==> src/rtl/tmr_pkg.sv <==
// Shared definitions for the triplicated scrubbed register: default
// parameter values, the scrub counter width helper and the 2-of-3 majority.
package tmr_pkg;

  localparam int unsigned TMR_WIDTH_DEF        = 8;
  localparam int unsigned TMR_SCRUB_PERIOD_DEF = 16;
  localparam int unsigned TMR_CNT_W_DEF        = 8;

  // Width of a counter that must hold 0..period-1; never below one bit.
  function automatic int unsigned scrub_cnt_w(input int unsigned period);
    int unsigned w;
    w = (period <= 2) ? 1 : $clog2(period);
    return w;
  endfunction

  // Single-bit 2-of-3 majority; applied bit by bit by the voter.
  function automatic logic maj3(input logic a, input logic b, input logic c);
    return (a & b) | (a & c) | (b & c);
  endfunction

endpackage

==> src/rtl/tmr_voter.sv <==
// Bitwise 2-of-3 voter, WIDTH bits wide, purely combinational.
module tmr_voter
  import tmr_pkg::*;
#(
  parameter int unsigned WIDTH = TMR_WIDTH_DEF
) (
  input  logic [WIDTH-1:0] a_i,
  input  logic [WIDTH-1:0] b_i,
  input  logic [WIDTH-1:0] c_i,
  output logic [WIDTH-1:0] y_o
);

  // Vote every bit position independently.
  always_comb begin
    y_o = '0;
    for (int i = 0; i < WIDTH; i++) begin
      y_o[i] = maj3(a_i[i], b_i[i], c_i[i]);
    end
  end

endmodule

==> src/rtl/tmr_scrub_reg.sv <==
// Triplicated WIDTH-bit register with majority voting on inputs, load enable
// and stored value. A free-running scrub counter periodically rewrites all
// three copies with the voted value so one upset copy cannot linger until a
// second upset makes it win the vote. Copy disagreement is reported through a
// sticky flag and, when TMR_ERR_CNT_EN is defined, a saturating cycle count;
// without that macro errCnt reads constant 0 and no counter flops exist.
module tmr_scrub_reg
  import tmr_pkg::*;
#(
  parameter int unsigned WIDTH        = TMR_WIDTH_DEF,
  parameter int unsigned SCRUB_PERIOD = TMR_SCRUB_PERIOD_DEF, // must be >= 2
  parameter int unsigned CNT_W        = TMR_CNT_W_DEF
) (
  input  logic             clk,
  input  logic             rstn,
  input  logic [WIDTH-1:0] inA,
  input  logic [WIDTH-1:0] inB,
  input  logic [WIDTH-1:0] inC,
  input  logic             ldA,
  input  logic             ldB,
  input  logic             ldC,
  input  logic             errClr,
  output logic [WIDTH-1:0] outA,
  output logic [WIDTH-1:0] outB,
  output logic [WIDTH-1:0] outC,
  output logic             errFlag,
  output logic [CNT_W-1:0] errCnt
);

  localparam int unsigned    SCW     = scrub_cnt_w(SCRUB_PERIOD);
  localparam logic [SCW-1:0] SC_LAST = SCW'(SCRUB_PERIOD - 1);

  // The three physical copies (regA/regB/regC) and their next states.
  logic [WIDTH-1:0] regA_q, regB_q, regC_q;
  logic [WIDTH-1:0] regA_d, regB_d, regC_d;

  logic [SCW-1:0]   scrub_cnt_q, scrub_cnt_d;
  logic             err_flag_q, err_flag_d;

  logic [WIDTH-1:0] d_v;
  logic [WIDTH-1:0] q_v;
  logic [0:0]       ld_v;
  logic             tick;
  logic             mismatch;

  tmr_voter #(.WIDTH(WIDTH)) u_vote_d (
    .a_i (inA),
    .b_i (inB),
    .c_i (inC),
    .y_o (d_v)
  );

  tmr_voter #(.WIDTH(WIDTH)) u_vote_q (
    .a_i (regA_q),
    .b_i (regB_q),
    .c_i (regC_q),
    .y_o (q_v)
  );

  tmr_voter #(.WIDTH(1)) u_vote_ld (
    .a_i (ldA),
    .b_i (ldB),
    .c_i (ldC),
    .y_o (ld_v)
  );

  assign tick     = (scrub_cnt_q == SC_LAST);
  assign mismatch = |((regA_q ^ regB_q) | (regA_q ^ regC_q));

  // Copy update: a voted load beats a scrub tick; otherwise each copy holds
  // its own value, so an upset persists until the next tick repairs it.
  always_comb begin
    regA_d = regA_q;
    regB_d = regB_q;
    regC_d = regC_q;
    if (ld_v[0]) begin
      regA_d = d_v;
      regB_d = d_v;
      regC_d = d_v;
    end else if (tick) begin
      regA_d = q_v;
      regB_d = q_v;
      regC_d = q_v;
    end
  end

  // Scrub phase counter: free-running 0..SCRUB_PERIOD-1, independent of loads.
  always_comb begin
    scrub_cnt_d = tick ? '0 : (scrub_cnt_q + SCW'(1));
  end

  // Sticky mismatch flag; a mismatch in the clear cycle keeps it set.
  always_comb begin
    err_flag_d = err_flag_q;
    if (mismatch) begin
      err_flag_d = 1'b1;
    end else if (errClr) begin
      err_flag_d = 1'b0;
    end
  end

  // State registers for copies, scrub phase and flag.
  always_ff @(posedge clk or negedge rstn) begin
    if (!rstn) begin
      regA_q      <= '0;
      regB_q      <= '0;
      regC_q      <= '0;
      scrub_cnt_q <= '0;
      err_flag_q  <= 1'b0;
    end else begin
      regA_q      <= regA_d;
      regB_q      <= regB_d;
      regC_q      <= regC_d;
      scrub_cnt_q <= scrub_cnt_d;
      err_flag_q  <= err_flag_d;
    end
  end

`ifdef TMR_ERR_CNT_EN
  logic [CNT_W-1:0] err_cnt_q, err_cnt_d;

  // Saturating mismatch-cycle counter; clear restarts at 1 if still mismatching.
  always_comb begin
    err_cnt_d = err_cnt_q;
    if (errClr) begin
      err_cnt_d = mismatch ? CNT_W'(1) : '0;
    end else if (mismatch && (err_cnt_q != {CNT_W{1'b1}})) begin
      err_cnt_d = err_cnt_q + CNT_W'(1);
    end
  end

  // Counter register.
  always_ff @(posedge clk or negedge rstn) begin
    if (!rstn) begin
      err_cnt_q <= '0;
    end else begin
      err_cnt_q <= err_cnt_d;
    end
  end

  assign errCnt = err_cnt_q;
`else
  assign errCnt = '0;
`endif

  assign outA    = q_v;
  assign outB    = q_v;
  assign outC    = q_v;
  assign errFlag = err_flag_q;

endmodule

==> config.mk <==
export PLATFORM = sky130hd
export DESIGN_NAME = tmr_scrub_reg
export DESIGN_NICKNAME = d
export VERILOG_FILES = /design/src/rtl/tmr_pkg.sv /design/src/rtl/tmr_voter.sv /design/src/rtl/tmr_scrub_reg.sv
export SDC_FILE = /design/constraint.sdc
export NUM_CORES = 1
export LEC_CHECK = 0
export ABC_AREA = 1
export CAP_MARGIN = 20
export CORE_AREA = 2 2 51 53
export CTS_BUF_LIST = sky130_fd_sc_hd__clkbuf_4 sky130_fd_sc_hd__clkbuf_8
export DETAILED_ROUTE_END_ITERATION = 10
export DIE_AREA = 0 0 53 55
export PLACE_DENSITY = 0.74
export SLEW_MARGIN = 20
export SYNTH_ARGS = -nofsm -noshare
export SYNTH_HDL_FRONTEND = slang
export SYNTH_SLANG_ARGS = --single-unit
==> constraint.sdc <==
create_clock -name clk -period 0.97 [get_ports clk]
set_clock_uncertainty 0.15 [all_clocks]
set_input_delay 0.1455 -clock clk [delete_from_list [all_inputs] [get_ports clk]]
set_output_delay 0.1455 -clock clk [all_outputs]
set_load 0.005 [all_outputs]
==> qor.txt <==
Synth Cell Area: 671 um2
Internal: 932 uW
Worst VDD drop: 0.000577 V
Most used cell, CP: buf_6
Final WS setup: -0.220 ns
Switching part of the total: 0.302
Post-synth top cells: nand2_1, buf_4, dfrtp_1, nand3_1
Critical path peak fanout: 3
Pwr/cell area: 1170 nW/um2
R2R depth: 4
Post-synthesis mux area share: 0
# DRC: 0
Post-synthesis xor/xnor area fraction: 0
Critical path, cell by cell: buf_6, buf_6
Wire per inst: 10.2 um
Finish-stage setup viols: 27
Endpoint class of the critical path: output pin
Min Tclk post-route: 1.19 ns
Die Wd: 53 um
Critical path class: register to output pin
Global-route wire length before repair: 2570 um
Die Ht: 55 um
Fmax: 841 MHz
Port buffer count: 52
Synth unique cells: 9
DR vias: 724
CTS max path bufs: 2
Post-synthesis compound-gate area fraction: 0
Period Utilization, post-route: 1.23
Vias per inst: 4.07
Core area: 2360 um2
R2r setup slk: -0.01 ns
Leak: 0.000615 uW
Post-layout util: 0.482
CTS H-Tree Depth: 1
Starting Density: 0.284
Total clock sinks: 8
Most common cell in the netlist: nand2_1
Critical Path Source Type: register
Post-synthesis sequential area ratio: 0.299
Clock latency on the worst-skew pair: 0.25 ns
Syn_area_per_cell: 6.71 um2
Layout area overhead: 70.0%
Antenna diode count: 0
Max reg flops: 8
# IOs: 63
Hpwl dp: 1390 um
Hold/Removal Path Class: input port to asynchronous set/reset pin
R2r endpoint: regC_q[0]$_DFFE_PN0P_
Largest net degree at the start of global routing: 9
Critical path data required time: 0.67 ns
Initial antenna violation count: 0
Synth top area cells: dfrtp_1, buf_4, nand2_1, nand3_1, nand2_2
Synth Area in Adders: 0
Final hold violation count: 0
All-Layer GR Usage: 0.125
Top reg by flops: regC_q
Final RePlAce weighted congestion: 0.614
Number of synthesized flops with an enable pin: 0
Die ar.: 2920 um2
Power share of the sequential group: 0.324
Crit. Startpoint: regC_q[2]$_DFFE_PN0P_
Vias in the first global route: 628
Area leader, netlist: dfrtp_1
FP Rows: 18
Routed Antenna Nets: 0
# hold bufs at CTS: 0
Area share of the largest cell type after synthesis: 0.299
MaxCap Viol Count: 0
Clk pwr share: 0.185
Clock-pin slew on the worst setup and hold paths: 0.05 ns
DR iter-0 viols: 9
Reg2reg start: regC_q[0]$_DFFE_PN0P_
CP Data Arrival Time: 0.89 ns
Total power: 1340 uW
RSZ-0062 raised after global routing: true
Share of cells above drive strength 1: 0.318
Combinational family with the most area after synthesis: simple AND/OR/NAND/NOR gates
Critical path's largest stage delay: 0.41 ns
Num CTS Buffers: 3
CTS tree: done
Drt pass-1 iters: 4
Root Driver: clkbuf_4
Ys async rst share: 1.00
Outcome: finished, violations left
Failing checks: negative setup slack
Syn Inst Count: 100
Largest regs: regC_q x8
Synth Warn #: 0
FILL cells: 257
Final nets: 180
Synth Register Bits: 8
Final max-slew violation count: 0
Synth Area in Simple Gates: 0.399
Comb pwr share: 0.490
Sw Pwr: 403 uW
Total wire length: 1820 um
Crit-path slowest cell: dfrtp_1
Main synth FF type: dfrtp_1
Total congestion overflow: 0
==> layout make-up <==
class	count	area, um2	share of cell area
Tap cell	30	37.5	0.0329
Inverter	3	11.3	0.00988
Clock buffer	3	22.5	0.0198
Timing Repair Buffer	62	547	0.480
Sequential cell	8	200	0.176
Multi-Input combinational cell	72	322	0.282
==> cells in the final DEF, fill, tap and decap left out <==
master and instances:
conb_1 9, clkdlybuf4s50_1 25, clkbuf_4 3, dfrtp_1 8
nand2_4 1, inv_1 3, buf_6 15, dlygate4sd2_1 2
buf_4 1, nand2_1 45, nand3_1 8, buf_2 17
dlymetal6s2s_1 1, nand2_2 8, nand3_4 1, clkbuf_2 1
==> through the flow <==
stage / cells / hold slack [ns] / instance area [um2] / setup WS [ns] / setup TNS [ns]
final: 178 / 0.0138 / 1140 / -0.220 / -3.22
after global routing: 178 / 0.0186 / 1140 / -0.253 / -4.23
after CTS: 178 / 0.0118 / 1130 / -0.233 / -3.58
after detailed placement: 165 / 0.289 / 1070 / -0.352 / -7.97
after global placement: 165 / 0.281 / 1070 / -0.289 / -7.24
after floorplan: 108 / -0.300 / 701 / 0.147 / 0
==> power groups by stage <==
stage          clock network (uW)  registers [uW]  logic, uW
2_1_floorplan                   0             442        301
5_1_grt                       281             440        720
3_3_place_gp                    0             442        582
3_5_place_dp                    0             449        594
6_report                      247             433        655
4_1_cts                       261             433        647
==> kinds of logic after synthesis <==
family	count (synthesis)
AND/OR/NAND/NOR	63
buffers and inverters	28
flip-flops	8
other	1
==> worst max-delay path: cells and delay by family, from the launching register on <==
family / cells / cell delay (ns)
DFF: 1 / 0.41
buffers and inverters: 2 / 0.23
==> what timing repair did <==
action / CTS / global route
setup buffers: 10 / 2
setup endpoints to repair: 32 / 32
gates resized for setup: 111 / 9
pin swaps: 4 / 3
==> metal layers <==
metal | GRT usage | vias up | share of wire
met4 | 0.0385 | 0 | 0
met3 | 0.0457 | 0 | 0.10
li1 | - | 369 | -
met1 | 0.116 | 312 | 0.35
met2 | 0.252 | 43 | 0.55
met5 | 0 | - | 0
==> how the worst max path moves through the flow <==
stage,to,cells after the start
2_1_floorplan,outB[0],1
3_3_place_gp,regC_q[4]$_DFFE_PN0P_,6
3_5_place_dp,regC_q[5]$_DFFE_PN0P_,5
4_1_cts,outC[2],2
5_1_grt,outB[0],2
6_report,outC[2],2
(Power assumes the default switching activity.)
